===== src/rtl/dyn_adder_n_if.sv =====
`default_nettype none
// ============================================================================
//  Module   : dyn_adder_n_if
//  Purpose  : Operand/result handshake bundle for dyn_adder_n.
//             master = operand producer / result consumer
//             slave  = the adder itself
//  Signals  : in_valid/in_ready, a, b, cin      operand transfer
//             out_valid/out_ready, sum, cout    result transfer
//             latency                           wait count of current/last op
//             op_count                          saturating consumed-result count
//  Revision : 1.0  initial release
// ============================================================================
interface dyn_adder_n_if #(
  parameter int WIDTH          = 32,
  parameter int BITS_PER_CYCLE = 8,
  parameter int CNT_W          = 16
);
  localparam int c_LAT_W = $clog2(WIDTH / BITS_PER_CYCLE + 2);

  logic               in_valid;
  logic               in_ready;
  logic [WIDTH-1:0]   a;
  logic [WIDTH-1:0]   b;
  logic               cin;
  logic               out_valid;
  logic               out_ready;
  logic [WIDTH-1:0]   sum;
  logic               cout;
  logic [c_LAT_W-1:0] latency;
  logic [CNT_W-1:0]   op_count;

  modport master (
    output in_valid, a, b, cin, out_ready,
    input  in_ready, out_valid, sum, cout, latency, op_count
  );

  modport slave (
    input  in_valid, a, b, cin, out_ready,
    output in_ready, out_valid, sum, cout, latency, op_count
  );
endinterface
`default_nettype wire


===== src/rtl/dyn_adder_n.sv =====
`default_nettype none
// ============================================================================
//  Module   : dyn_adder_n
//  Purpose  : Adder whose result latency depends on the operands. The wait
//             count W = 1 + floor(L / BITS_PER_CYCLE), where L is the longest
//             run of carry-propagate bits (a ^ b), emulates a carry chain that
//             resolves BITS_PER_CYCLE bits per clock.
//  Ports    : adder_clk  sole clock (rising edge)
//             reset      asynchronous, active-high
//             bus        dyn_adder_n_if.slave (operands in, result out)
//  Revision : 1.0  initial release
// ============================================================================
module dyn_adder_n #(
  parameter int WIDTH          = 32,
  parameter int BITS_PER_CYCLE = 8,
  parameter int CNT_W          = 16
) (
  input  wire logic      adder_clk,
  input  wire logic      reset,
  dyn_adder_n_if.slave   bus
);

  localparam int c_LAT_W = $clog2(WIDTH / BITS_PER_CYCLE + 2);
  localparam int c_L_W   = $clog2(WIDTH + 1);
  localparam logic [c_L_W-1:0] c_BPC     = c_L_W'(BITS_PER_CYCLE);
  localparam logic [CNT_W-1:0] c_CNT_MAX = '1;

  typedef enum logic [1:0] {
    S_IDLE = 2'd0,
    S_EVAL = 2'd1,
    S_DONE = 2'd2
  } state_t;

  state_t             r_state;
  logic               r_in_ready;
  logic               r_out_valid;
  logic [WIDTH-1:0]   r_sum;
  logic               r_cout;
  logic [c_LAT_W-1:0] r_latency;
  logic [CNT_W-1:0]   r_op_count;
  logic [c_LAT_W-1:0] r_cnt;
  logic [WIDTH-1:0]   r_a;
  logic [WIDTH-1:0]   r_b;
  logic               r_cin;

  logic [WIDTH-1:0]   w_p;
  logic [c_L_W-1:0]   w_run;
  logic [c_L_W-1:0]   w_max;
  logic [c_L_W-1:0]   w_quot;
  logic [c_LAT_W-1:0] w_wait;
  logic [WIDTH:0]     w_sum_full;

  // Propagate mask of the operands presented for capture.
  assign w_p = bus.a ^ bus.b;

  // Longest run of consecutive propagate bits: a running length that resets
  // on every 0, with the maximum tracked across the word.
  always_comb begin
    w_run = '0;
    w_max = '0;
    for (int i = 0; i < WIDTH; i++) begin
      if (w_p[i]) begin
        w_run = w_run + 1'b1;
      end else begin
        w_run = '0;
      end
      if (w_run > w_max) begin
        w_max = w_run;
      end
    end
  end

  // The quotient never exceeds WIDTH/BITS_PER_CYCLE, so W always fits c_LAT_W.
  assign w_quot = w_max / c_BPC;
  assign w_wait = c_LAT_W'(w_quot) + c_LAT_W'(1);

  // Result is formed from the captured operands only, so later changes on the
  // bus cannot disturb an in-flight operation.
  assign w_sum_full = {1'b0, r_a} + {1'b0, r_b} + {{WIDTH{1'b0}}, r_cin};

  always_ff @(posedge adder_clk or posedge reset) begin
    if (reset) begin
      r_state     <= S_IDLE;
      r_in_ready  <= 1'b1;
      r_out_valid <= 1'b0;
      r_sum       <= '0;
      r_cout      <= 1'b0;
      r_latency   <= '0;
      r_op_count  <= '0;
      r_cnt       <= '0;
      r_a         <= '0;
      r_b         <= '0;
      r_cin       <= 1'b0;
    end else begin
      case (r_state)
        S_IDLE: begin
          if (bus.in_valid) begin
            r_a        <= bus.a;
            r_b        <= bus.b;
            r_cin      <= bus.cin;
            r_cnt      <= w_wait;
            r_latency  <= w_wait;
            r_in_ready <= 1'b0;
            r_state    <= S_EVAL;
          end
        end
        S_EVAL: begin
          r_cnt <= r_cnt - 1'b1;
          // Counter value 1 marks the W-th edge after capture.
          if (r_cnt == c_LAT_W'(1)) begin
            r_sum       <= w_sum_full[WIDTH-1:0];
            r_cout      <= w_sum_full[WIDTH];
            r_out_valid <= 1'b1;
            r_state     <= S_DONE;
          end
        end
        S_DONE: begin
          // Returning to IDLE with in_ready low-to-high guarantees at least one
          // idle cycle before the next capture.
          if (bus.out_ready) begin
            r_out_valid <= 1'b0;
            r_in_ready  <= 1'b1;
            r_state     <= S_IDLE;
            if (r_op_count != c_CNT_MAX) begin
              r_op_count <= r_op_count + 1'b1;
            end
          end
        end
        default: begin
          r_state     <= S_IDLE;
          r_in_ready  <= 1'b1;
          r_out_valid <= 1'b0;
        end
      endcase
    end
  end

  assign bus.in_ready  = r_in_ready;
  assign bus.out_valid = r_out_valid;
  assign bus.sum       = r_sum;
  assign bus.cout      = r_cout;
  assign bus.latency   = r_latency;
  assign bus.op_count  = r_op_count;

endmodule
`default_nettype wire


===== src/flat_wrapper.sv =====
// flat-port wrapper written by rule: the top's interface ports become plain ports
module dyn_adder_n_flat 
#(
  parameter int WIDTH          = 32,
  parameter int BITS_PER_CYCLE = 8,
  parameter int CNT_W          = 16
)
  (adder_clk, reset, bus_in_valid, bus_a, bus_b, bus_cin, bus_out_ready, bus_in_ready, bus_out_valid, bus_sum, bus_cout, bus_latency, bus_op_count);
  dyn_adder_n_if #(.WIDTH(WIDTH), .BITS_PER_CYCLE(BITS_PER_CYCLE), .CNT_W(CNT_W)) bus_i ();
  input  wire logic adder_clk;
  input  wire logic reset;
  input wire logic [$bits(bus_i.in_valid)-1:0] bus_in_valid;
  input wire logic [$bits(bus_i.a)-1:0] bus_a;
  input wire logic [$bits(bus_i.b)-1:0] bus_b;
  input wire logic [$bits(bus_i.cin)-1:0] bus_cin;
  input wire logic [$bits(bus_i.out_ready)-1:0] bus_out_ready;
  output wire logic [$bits(bus_i.in_ready)-1:0] bus_in_ready;
  output wire logic [$bits(bus_i.out_valid)-1:0] bus_out_valid;
  output wire logic [$bits(bus_i.sum)-1:0] bus_sum;
  output wire logic [$bits(bus_i.cout)-1:0] bus_cout;
  output wire logic [$bits(bus_i.latency)-1:0] bus_latency;
  output wire logic [$bits(bus_i.op_count)-1:0] bus_op_count;
  assign bus_i.in_valid = bus_in_valid;
  assign bus_i.a = bus_a;
  assign bus_i.b = bus_b;
  assign bus_i.cin = bus_cin;
  assign bus_i.out_ready = bus_out_ready;
  assign bus_in_ready = bus_i.in_ready;
  assign bus_out_valid = bus_i.out_valid;
  assign bus_sum = bus_i.sum;
  assign bus_cout = bus_i.cout;
  assign bus_latency = bus_i.latency;
  assign bus_op_count = bus_i.op_count;
  dyn_adder_n #(.WIDTH(WIDTH), .BITS_PER_CYCLE(BITS_PER_CYCLE), .CNT_W(CNT_W)) u_core (.adder_clk(adder_clk), .reset(reset), .bus(bus_i));
endmodule

===== config.mk =====
export PLATFORM = sky130hd
export DESIGN_NAME = dyn_adder_n_flat
export DESIGN_NICKNAME = d
export VERILOG_FILES = /design/src/rtl/dyn_adder_n_if.sv /design/src/rtl/dyn_adder_n.sv /design/src/flat_wrapper.sv
export SDC_FILE = /design/constraint.sdc
export NUM_CORES = 1
export LEC_CHECK = 0
export CAP_MARGIN = 5
export CORE_ASPECT_RATIO = 0.5
export CORE_MARGIN = 3
export CORE_UTILIZATION = 65
export DETAILED_ROUTE_END_ITERATION = 8
export HOLD_SLACK_MARGIN = 0.05
export PLACE_DENSITY = 0.85
export SYNTH_ARGS = -nofsm -noshare
export SYNTH_HDL_FRONTEND = slang
export SYNTH_SLANG_ARGS = --single-unit

===== constraint.sdc =====
create_clock -name adder_clk -period 12.9 [get_ports adder_clk]
set_input_delay 2.58 -clock adder_clk [delete_from_list [all_inputs] [get_ports adder_clk]]
set_output_delay 2.58 -clock adder_clk [all_outputs]
set_load 0.02 [all_outputs]

==> impl_table.tex, run 1 <==
\begin{tabular}{lr}
\hline
Metric & Value \\
\hline
\multicolumn{2}{l}{\textbf{Floorplan}} \\
Boundary Pins & roughly 120 \\
Rows & 44 \\
Die Span X & 252.4 um \\
Starting Density & 67.01\% \\
DIE HEIGHT & between 100 and 150 um \\
\multicolumn{2}{l}{\textbf{Clock network}} \\
Clock buffer count from CTS & 17 \\
Root buffer cell & clkbuf\_16 \\
Sink count of the clock tree & between 100 and 150 \\
Count of buffers added by post-CTS timing repair for setup & 133 \\
Cts hold-fix bufs & 0 \\
H-tree levels & 4 \\
Maximum buffer depth of the clock tree & 2 \\
Post-cts repair resize count & approximately 340 \\
\multicolumn{2}{l}{\textbf{Logic synthesis}} \\
Distinct cell type count of the synthesized netlist & around 140 \\
Yosys top cell by area & dfrtp\_1 \\
Share of the yosys chip area belonging to registers & roughly 16\% \\
Portion of synthesized cell area occupied by the leading cell type & roughly 16\% \\
Async set-reset flop share out of synthesis & 100.0\% \\
Yosys reg bits & 124 \\
Per-instance average area after synthesis & 7.464 um\^{}2 \\
Count of mapped cells out of synthesis & 2644 \\
Synth area leaders & dfrtp\_1 (16\%), ha\_1 (11\%), nand2\_1 (8.7\%) \\
Main flop type after synthesis & dfrtp\_1 \\
Count of flip-flops with a built-in enable after synthesis & 0 \\
Post-synthesis instance area & a little under 20000 um\^{}2 \\
Number of warnings reported in the yosys synthesis log & 0 \\
\multicolumn{2}{l}{\textbf{Outcome}} \\
Result of the run & stopped before the end \\
Last stage reached & 4\_1\_cts \\
Stop err & [ERROR DPL-0038] Utilization greater than 100\%, impossible to legalize \\
\multicolumn{2}{l}{\textbf{Placement}} \\
Total placed instance area & around 28000 um\^{}2 \\
Final weighted congestion in routability-driven placement & approximately 1.1 \\
DP Wirelength & around 74000 um \\
IO Port Bufs & 122 \\
\hline
\end{tabular}
## cell usage after synthesis, types with 38 or more instances
| master | count |
|---|---|
| nand2_1 | 459 |
| nor2_1 | 222 |
| ha_1 | 169 |
| xnor2_1 | 166 |
| o21ai_0 | 142 |
| a21oi_1 | 131 |
| inv_1 | 131 |
| dfrtp_1 | 123 |
| nand3_1 | 108 |
| xor2_1 | 72 |
| and2_1 | 59 |
| clkbuf_1 | 55 |
| nor3_1 | 55 |
| mux2i_1 | 51 |
| a21o_1 | 42 |
| and3_1 | 38 |
## metrics by stage
stage	setup WS (ns)	cells	util, %	hold slack, ns
detailed placement	-36.69	3948	95.77	0.4698
floorplan	-33.08	2649	-	0.4497
global placement	-32.13	3948	95.77	0.4603
## cells by family after synthesis
group	after synthesis	share of synthesized area, %
AO/OA/AOI/OAI	692	25.79
XOR/XNOR	242	10.92
adder cells (fa/ha/maj)	182	11.48
buffers and inverters	209	4.241
flip-flops	124	15.73
multiplexers	107	6.245
other	2	0.03805
AND/OR/NAND/NOR	1086	25.55
==> inputs of run 2 (changes only) <==
--- a/config.mk
+++ b/config.mk
@@ -6,12 +6,10 @@
 export NUM_CORES = 1
 export LEC_CHECK = 0
 export CAP_MARGIN = 5
-export CORE_ASPECT_RATIO = 0.5
 export CORE_MARGIN = 3
-export CORE_UTILIZATION = 65
+export CORE_UTILIZATION = 40
 export DETAILED_ROUTE_END_ITERATION = 8
-export HOLD_SLACK_MARGIN = 0.05
-export PLACE_DENSITY = 0.85
+export PLACE_DENSITY_LB_ADDON = 0.15
 export SYNTH_ARGS = -nofsm -noshare
 export SYNTH_HDL_FRONTEND = slang
 export SYNTH_SLANG_ARGS = --single-unit
==> impl_table.tex, run 2 <==
\begin{tabular}{lr}
\hline
Metric & Value \\
\hline
\multicolumn{2}{l}{\textbf{Outcome}} \\
Result of the run & finished, violations left (was stopped before the end) \\
Violations in the final reports & negative setup slack \\
\multicolumn{2}{l}{\textbf{Logic synthesis}} \\
Share of the yosys chip area belonging to registers & 15.73\% (unchanged) \\
Per-instance average area after synthesis & 7.464 um\^{}2 (unchanged) \\
Share of cell area taken by muxes after synthesis & 6.245\% (unchanged) \\
Adder-cell share of the synthesized area & 11.48\% (unchanged) \\
Distinct cell type count of the synthesized netlist & 137 (unchanged) \\
Complex-gate fraction of the synthesized area & 25.79\% (unchanged) \\
Yosys reg bits & 124 (unchanged) \\
Count of flip-flops with a built-in enable after synthesis & 0 (unchanged) \\
Synth Area in Simple Gates & 25.55\% (unchanged) \\
Xor-xnor portion of the synthesized cell area & 10.92\% (unchanged) \\
Most common cell in the synthesized netlist & nand2\_1 (unchanged) \\
Main flop type after synthesis & dfrtp\_1 (unchanged) \\
Post-synthesis instance area & 19740 um\^{}2 (unchanged) \\
Combinational family with the most area after synthesis & compound AO/OA/AOI/OAI gates (unchanged) \\
Async set-reset flop share out of synthesis & 100.0\% (unchanged) \\
Synth area leaders & dfrtp\_1 (16\%), ha\_1 (11\%), nand2\_1 (8.7\%) (unchanged) \\
Yosys top cell by area & dfrtp\_1 (unchanged) \\
Number of warnings reported in the yosys synthesis log & 0 (unchanged) \\
Portion of synthesized cell area occupied by the leading cell type & 15.60\% (unchanged) \\
Leading post-synthesis cells by instance count & nand2\_1 (459), nor2\_1 (222), ha\_1 (169) (unchanged) \\
Count of mapped cells out of synthesis & 2644 (unchanged) \\
\multicolumn{2}{l}{\textbf{Floorplan}} \\
Rows & 80 (was 44) \\
DIE HEIGHT & 228.1 um (was 129.2 um) \\
Starting Density & 40.91\% (was 67.01\%) \\
Die Span X & 228.1 um (was 252.4 um) \\
Total Die Area & between 50000 and 60000 um\^{}2 \\
Boundary Pins & 123 (unchanged) \\
Area of the core & $\sim$48000 um\^{}2 \\
\multicolumn{2}{l}{\textbf{Drt}} \\
DRC & 0 \\
Vias per cell & roughly 5.4 \\
Total wire length after detailed routing & roughly 74000 um \\
Iter 0 DRT Violations & approximately 1400 \\
Total via count in the routed design & approximately 24000 \\
Routed wire length per instance & $\sim$17 um \\
Iteration count of the initial detailed-routing pass & 7 \\
Number of nets with antenna violations after routing & 0 \\
\multicolumn{2}{l}{\textbf{Final layout}} \\
Commonest non-fill, non-tap cell in the layout & buf\_4 \\
Final std cell area, no fill & between 30000 and 40000 um\^{}2 \\
Net count of the finished layout & $\sim$4000 \\
Fin cells & approximately 4400 \\
Top library cells by usage in the layout, fill and taps aside & buf\_4 (1043), nand2\_1 (439), nor2\_1 (201), xnor2\_1 (166), ha\_1 (128) \\
Proportion of layout cells with a drive suffix above 1 & 40.29\% \\
Synthesis-to-layout area growth & 61.57\% \\
End-of-flow core utilization & 66.09\% \\
Antenna Diode Count & 0 \\
\multicolumn{2}{l}{\textbf{Worst setup path}} \\
Reg-to-reg critical path startpoint & u\_core.r\_cin \\
CP dominant cell by count & ha\_4 \\
Worst r2r dst & u\_core.bus.cout \\
Cell type of the slowest stage on the worst timing path & or4b\_4 \\
Critical Path Start & bus\_b[1] \\
Register-to-register setup slack & 5.59 ns \\
Critical path start-end classification & input port to flip-flop \\
Critical path launch point type & input port \\
CP Capture Point & u\_core.bus.latency[2] \\
Worst-path fanout max & 7 \\
Endpoint kind of the worst setup timing path & flip-flop \\
Arrival @ worst endpoint & approximately 46 ns \\
Worst reg2reg path depth & 36 \\
Maximum single-stage delay on the critical path & around 0.55 ns \\
Critical Path RT & $\sim$13 ns \\
\multicolumn{2}{l}{\textbf{Hold path}} \\
HP Class & flip-flop to flip-flop \\
Cell depth of the worst hold path & 2 \\
\multicolumn{2}{l}{\textbf{Clock network}} \\
Sink count of the clock tree & 124 (unchanged) \\
Clock buffer count from CTS & 17 (unchanged) \\
TritonCTS clock tree & yes \\
Maximum buffer depth of the clock tree & 2 (unchanged) \\
Root buffer cell & clkbuf\_16 (unchanged) \\
Insertion delay of the later-clocked pin in the worst-skew pair & roughly 0.46 ns \\
Post-CTS clock slew at the launch and capture registers of the worst setup and hold paths & $\sim$0.060 ns \\
H-tree levels & 4 (unchanged) \\
\multicolumn{2}{l}{\textbf{Timing}} \\
Final Slew Violations & 0 \\
Number of setup violations in the final report & 6 \\
Final clock period utilization by the worst path & 351.7\% \\
Final number of hold-violating endpoints & 0 \\
Max frequency & 0.02204 GHz \\
Setup repair after global routing missed its margin & true \\
Maximum clock skew at final layout & between 0.01 and 0.015 ns \\
Slew at the pin closest to its max-slew limit & 0.9447 ns \\
Worst setup slack after layout & -32.47 ns \\
Min Hold Slack & between 0.4 and 0.5 ns \\
Min Tclk post-route & roughly 45 ns \\
Relative max-transition margin & 37.02\% \\
\multicolumn{2}{l}{\textbf{Global routing}} \\
Vias in the first global route & around 25000 \\
Wire length of the first global-routing pass & between 100000 and 150000 um \\
Initial antenna violation count & 0 \\
Maximum number of pins on one net before global-route repair & 72 \\
Congestion Overflow GR & 0 \\
GRT Total Usage & 26.92\% \\
\multicolumn{2}{l}{\textbf{Placement}} \\
Total placed instance area & 28940 um\^{}2 (was 28210 um\^{}2) \\
DP Wirelength & 57860 um (was 73540 um) \\
IO Port Bufs & 122 (unchanged) \\
Final weighted congestion in routability-driven placement & 0.9616 (was 1.067) \\
\# placed instances & 4266 (was 3948) \\
\multicolumn{2}{l}{\textbf{Flow run}} \\
Number of max-capacitance violations reported & 0 \\
\hline
\end{tabular}
==> run 2: cell counts after synthesis <==
No cell type changed its count.
==> run 2: critical path: cells and delay by family <==
kind	cells	cell delay, ns
mux	27	7.51
xor+xnor	1	0.26
fa+ha+maj	35	8.99
buf+inv	19	1.84
simple gates	51	7.74
compound gates	102	16.76
==> run 2: through the flow <==
step           setup WS [ns]  TNS (ns)
2_1_floorplan         -33.08   -197.59
3_3_place_gp          -32.45   -193.98
3_5_place_dp          -34.26   -204.84
4_1_cts               -31.50   -188.19
5_1_grt               -34.57   -206.01
6_report              -32.47   -193.75
==> run 2: layer usage <==
layer | share of wire (%) | GRT usage [%] | up-vias
met5 | 0 | 0 | -
met4 | 3.5 | 9.451 | 0
met3 | 4.3 | 3.368 | 189
met2 | 48 | 46.60 | 687
met1 | 44 | 34.47 | 11402
li1 | - | - | 11802
==> run 2: kinds of logic (layout without fill, tap and decap cells) <==
group,count (synthesis),after routing
XOR/XNOR,242,242
AND/OR/NAND/NOR,1086,1086
buffers and inverters,209,1343
adder cells (fa/ha/maj),182,182
AO/OA/AOI/OAI,692,692
multiplexers,107,107
other,2,7
flip-flops,124,124
==> run 2: repair_timing <==
item	in CTS	in global routing
pin swaps	152	183
resized for setup	179	139
setup endpoints to repair	6	6
buffers inserted	94	51
hold buffers	0	0
==> run 2: worst min path at each step <==
stage,start,endpoint,slack [ns]
2_1_floorplan,u_core.r_a[10],u_core.r_a[10],0.45
3_3_place_gp,u_core.r_a[16],u_core.r_a[16],0.46
3_5_place_dp,u_core.r_b[10],u_core.r_b[10],0.47
4_1_cts,u_core.r_a[16],u_core.r_a[16],0.49
5_1_grt,u_core.bus.cout,u_core.bus.cout,0.50
6_report,u_core.r_a[16],u_core.r_a[16],0.48
==> run 2: layout make-up <==
type / count / area [um^2]
Multi-Input combinational cell: 2316 / 17660
Clock buffer: 17 / 425.4
Sequential cell: 124 / 3104
Fill cell: 4069 / 16360
Clock inverter: 15 / 150.1
Tap cell: 656 / 820.8
Timing Repair Buffer: 1178 / 9213
Inverter: 133 / 514.2
Power of run 2 is not shown: default switching activity piles up to over one toggle a cycle in this logic, so the estimate is an artifact.
==> RTL change 1: new RTL, settings of run 2 <==
`BITS_PER_CYCLE` is set to 8 in 3 places; all go to 4.
--- a/src/rtl/dyn_adder_n_if.sv
+++ b/src/rtl/dyn_adder_n_if.sv
@@ -12,7 +12,7 @@
 // ============================================================================
 interface dyn_adder_n_if #(
   parameter int WIDTH          = 32,
-  parameter int BITS_PER_CYCLE = 8,
+  parameter int BITS_PER_CYCLE = 4,
   parameter int CNT_W          = 16
 );
   localparam int c_LAT_W = $clog2(WIDTH / BITS_PER_CYCLE + 2);
--- a/src/rtl/dyn_adder_n.sv
+++ b/src/rtl/dyn_adder_n.sv
@@ -12,7 +12,7 @@
 // ============================================================================
 module dyn_adder_n #(
   parameter int WIDTH          = 32,
-  parameter int BITS_PER_CYCLE = 8,
+  parameter int BITS_PER_CYCLE = 4,
   parameter int CNT_W          = 16
 ) (
   input  wire logic      adder_clk,
--- a/src/flat_wrapper.sv
+++ b/src/flat_wrapper.sv
@@ -2,7 +2,7 @@
 module dyn_adder_n_flat 
 #(
   parameter int WIDTH          = 32,
-  parameter int BITS_PER_CYCLE = 8,
+  parameter int BITS_PER_CYCLE = 4,
   parameter int CNT_W          = 16
 )
   (adder_clk, reset, bus_in_valid, bus_a, bus_b, bus_cin, bus_out_ready, bus_in_ready, bus_out_valid, bus_sum, bus_cout, bus_latency, bus_op_count);
Interface: changed (resized bus_latency); port bits go from 123 to 124. The function was not compared with the original's and may differ.
==> RTL change 1 against run 2 <==
- design area is 3.0% higher
- synthesized area is 3.1% higher
- the flow still finishes with violations (setup timing)
- wire length is 4.2% higher
- worst setup slack better by 0.52 ns
- synthesized cell count is 4.2% higher
- cell count is 3.9% higher
- sequential cell count is 2 higher
- critical path depth stayed put
- non-clock buffer count is 39 higher
- hold slack worse by 0.0052 ns
Power is not shown: default switching activity piles up to over one toggle a cycle in this logic, so the estimate is an artifact.
==> RTL change 1: results (changes against run 2) <==
\begin{tabular}{lr}
\hline
Metric & Value \\
\hline
\multicolumn{2}{l}{\textbf{Timing}} \\
Hold slack & 0.477 ns (-0.00521 ns) \\
\# setup viols final & 8 (+2) \\
Post-Route Setup TNS & -254.28 ns (-60.54 ns) \\
Worst setup slack after layout & -31.95 ns (+0.518 ns) \\
\multicolumn{2}{l}{\textbf{Layout}} \\
Total Nets Final & 4162 (+3.8\%) \\
Ratio of cells with drive above 1 in the final layout & 0.397 (-0.00595) \\
\multicolumn{2}{l}{\textbf{GRT}} \\
Global-route wire length before repair & 122000 um (+2.2\%) \\
Global-route usage over all layers & 0.274 (+0.00430) \\
Met1 track utilization from global routing & 0.330 (-0.0144) \\
Maximum number of pins on one net before global-route repair & 68 (-5.6\%) \\
\multicolumn{2}{l}{\textbf{Synthesis}} \\
Area share of fa/ha/maj cells after synthesis & 0.112 (-0.00329) \\
Xor and xnor fraction of the mapped netlist area & 0.103 (-0.00669) \\
Most instantiated cells after synthesis & sky130\_fd\_sc\_hd\_\_nand2\_1, sky130\_fd\_sc\_hd\_\_nor2\_1, sky130\_fd\_sc\_hd\_\_ha\_1 \\
Synthesized-area fraction occupied by ao, oa, aoi and oai cells & 0.255 (-0.00243) \\
\multicolumn{2}{l}{\textbf{Place}} \\
Post-place instance area & 29800 um2 (+3.1\%) \\
Post-placement cell count & 4421 (+3.6\%) \\
\multicolumn{2}{l}{\textbf{Setup path}} \\
Flop-to-flop setup slack & 5.11 ns (-0.48 ns) \\
Arrival time worst endpoint & 45.20 ns (-0.56 ns) \\
Worst setup path end & u\_core.r\_cnt[2] \\
\multicolumn{2}{l}{\textbf{Route}} \\
Wire length on met2 & 38700 um (+8.9\%) \\
Total length of routed met3 wires & 3240 um (+2.1\%) \\
\multicolumn{2}{l}{\textbf{Min path}} \\
Startpoint of the lowest-slack hold path & u\_core.bus.sum[28] \\
Hold Crit Endpoint & u\_core.bus.sum[28] \\
\multicolumn{2}{l}{\textbf{Outcome}} \\
Run status & finished, violations left \\
Violations in the final reports & setup timing \\
\hline
\end{tabular}
RTL change 1: cell type report:
type | instances | area (um2)
Clock inverter | 15 | 170
Sequential cell | 126 | 3150
Clock buffer | 17 | 425
Multi-Input combinational cell | 2435 | 18300
Tap cell | 672 | 841
Fill cell | 4196 | 17300
Inverter | 128 | 488
Timing Repair Buffer | 1217 | 9520
RTL change 1: critical path, delay by kind of cell:
kind | cells | cell delay, ns
AOI/OAI and AO/OA | 97 | 15.78
buffers and inverters | 19 | 1.94
and+or+nand+nor | 58 | 8.55
adders and majority gates | 36 | 9.50
muxes | 23 | 6.31
xor gates and xnor gates | 2 | 0.40
RTL change 1: repair_timing:
| action | CTS | global route |
|---|---|---|
| endpoints found under the hold margin | 0 | 0 |
| pin swaps | 125 | 93 |
| resized for setup | 161 | 144 |
| setup buffers | 95 | 62 |
| endpoints found under the setup margin | 8 | 8 |
==> RTL change 2: new RTL, settings of run 2 <==
Made on the original files. Encoding of `state_t`: now one-hot (3 bits for 3 states).
--- a/src/rtl/dyn_adder_n.sv
+++ b/src/rtl/dyn_adder_n.sv
@@ -25,10 +25,10 @@
   localparam logic [c_L_W-1:0] c_BPC     = c_L_W'(BITS_PER_CYCLE);
   localparam logic [CNT_W-1:0] c_CNT_MAX = '1;
 
-  typedef enum logic [1:0] {
-    S_IDLE = 2'd0,
-    S_EVAL = 2'd1,
-    S_DONE = 2'd2
+  typedef enum logic [2:0] {
+    S_IDLE = 3'b001,
+    S_EVAL = 3'b010,
+    S_DONE = 3'b100
   } state_t;
 
   state_t             r_state;
Formal check against the unedited RTL: same outputs for any inputs over 4 cycles, from zero or initial values and one cycle with reset high; so few cycles prove little.
==> RTL change 2 against run 2 <==
- the flow still finishes with violations (setup timing)
- cell count down 1.5%
- count of clock-buffer cells in the layout is the same
- design area increased by 0.79%
- via count decreased by 0.87%
- synthesized area decreased by 1.9%
- synthesized cell count is 2.1% lower
- wire length decreased by 0.60%
- worst setup slack improved by 0.96 ns
- sequential cell count grew 1
- critical endpoint unchanged
Power is not shown: default switching activity piles up to over one toggle a cycle in this logic, so the estimate is an artifact.
==> RTL change 2: results (changes against run 2) <==
\begin{tabular}{lr}
\hline
Metric & Value \\
\hline
\multicolumn{2}{l}{\textbf{Die}} \\
\# rows & 79 (-1.3\%) \\
\multicolumn{2}{l}{\textbf{Layout}} \\
Inverters, non-clock & 131 (-1.5\%) \\
Clock network area share & 0.0187 (+0.000676) \\
Flip-flop and latch share of the layout cell area & 0.0974 (about the same) \\
Comb\_multi\_in & 2270 (-2.0\%) \\
Ratio of cells with drive above 1 in the final layout & 0.426 (+0.0229) \\
Data buffer area share & 0.294 (+0.00458) \\
Total Nets Final & 3992 (-0.45\%) \\
\multicolumn{2}{l}{\textbf{Clocking}} \\
Setup bufs post-CTS & 109 (+16\%) \\
\# resized after CTS & 198 (+11\%) \\
Clock insertion delay at the later pin of the skew report & 0.50 ns (+0.04 ns) \\
\multicolumn{2}{l}{\textbf{Place}} \\
Post-placement cell count & 4178 (-2.1\%) \\
Routability congestion estimate & 0.954 (-0.81\%) \\
Worst slack after detailed placement & -33.10 ns (+1.17 ns) \\
Post-DP HPWL & 57100 um (-1.3\%) \\
\multicolumn{2}{l}{\textbf{Outcome}} \\
Violations in the final reports & setup timing \\
Run status & finished, violations left \\
\multicolumn{2}{l}{\textbf{Synthesis}} \\
Mux cell area share after synthesis & 0.0484 (-0.0140) \\
Post-synth cell types & 139 (+1.5\%) \\
Cells after synthesis & 2588 (-2.1\%) \\
Top area cells in the synthesized netlist & sky130\_fd\_sc\_hd\_\_dfrtp\_1, sky130\_fd\_sc\_hd\_\_ha\_1, sky130\_fd\_sc\_hd\_\_nand2\_1 \\
Area share of fa/ha/maj cells after synthesis & 0.116 (+0.00129) \\
\multicolumn{2}{l}{\textbf{Route}} \\
Initial DRT Pass Iterations & 6 (-1) \\
Total length of routed met3 wires & 2930 um (-7.7\%) \\
Iteration-0 DRC count of the detailed router & 1400 (+2.6\%) \\
\multicolumn{2}{l}{\textbf{Timing}} \\
Remaining max-slew budget at the tightest pin & 0.468 (+0.0982) \\
Post-Route Setup TNS & -187.78 ns (+5.97 ns) \\
\# setup viols final & 6 (unchanged) \\
Worst setup slack after layout & -31.51 ns (+0.963 ns) \\
Clock Skews & 0.0216 ns (+0.00752 ns) \\
\multicolumn{2}{l}{\textbf{Setup path}} \\
Highest-delay cell along the critical path & sky130\_fd\_sc\_hd\_\_or4\_4 \\
Arrival time worst endpoint & 44.83 ns (-0.93 ns) \\
\multicolumn{2}{l}{\textbf{GRT}} \\
Met3 track demand over resource in global routing & 0.0407 (+0.00700) \\
Global-route usage over all layers & 0.278 (+0.00890) \\
Met1 track utilization from global routing & 0.343 (-0.00193) \\
\hline
\end{tabular}
-- RTL change 2: cell count changes in the layout (fill, tap and decap cells not counted), moves of 10 or more --
cell | run 2 | this run
sky130_fd_sc_hd__a21oi_2 | 40 | 29
sky130_fd_sc_hd__and2_1 | 53 | 66
sky130_fd_sc_hd__and3_1 | 38 | 27
sky130_fd_sc_hd__buf_4 | 1043 | 1069
sky130_fd_sc_hd__mux2i_1 | 41 | 31
sky130_fd_sc_hd__nand2_1 | 439 | 412
sky130_fd_sc_hd__nand3_1 | 99 | 86
sky130_fd_sc_hd__nor3_1 | 51 | 37
sky130_fd_sc_hd__o21ai_0 | 98 | 82
sky130_fd_sc_hd__o21ai_2 | 33 | 19
sky130_fd_sc_hd__xor2_1 | 68 | 58
-- RTL change 2: kinds of logic (layout without fill, tap and decap cells) --
| group | after synthesis | count (layout) |
|---|---|---|
| AOI/OAI and AO/OA | 672 | 672 |
| xor gates and xnor gates | 236 | 236 |
| adders and majority gates | 180 | 180 |
| buffers and inverters | 198 | 1370 |
| DFF | 125 | 125 |
| muxes | 83 | 83 |
| other | 2 | 7 |
| and+or+nand+nor | 1092 | 1092 |
-- RTL change 2: final timing paths --
check / end / slack, ns / from / cells after the start
worst min register to register: u_core.r_a[23] / 0.48 / u_core.r_a[23] / 2
worst max register to register: u_core.bus.cout / 5.47 / u_core.r_cin / 36
worst max-delay path: u_core.bus.latency[2] / -31.51 / bus_a[1] / 242
max in group asynchronous: u_core.bus.op_count[3] / 9.06 / reset / 3
min in group asynchronous: u_core.bus.sum[10] / 2.58 / reset / 2
worst min-delay path: u_core.r_a[23] / 0.48 / u_core.r_a[23] / 2
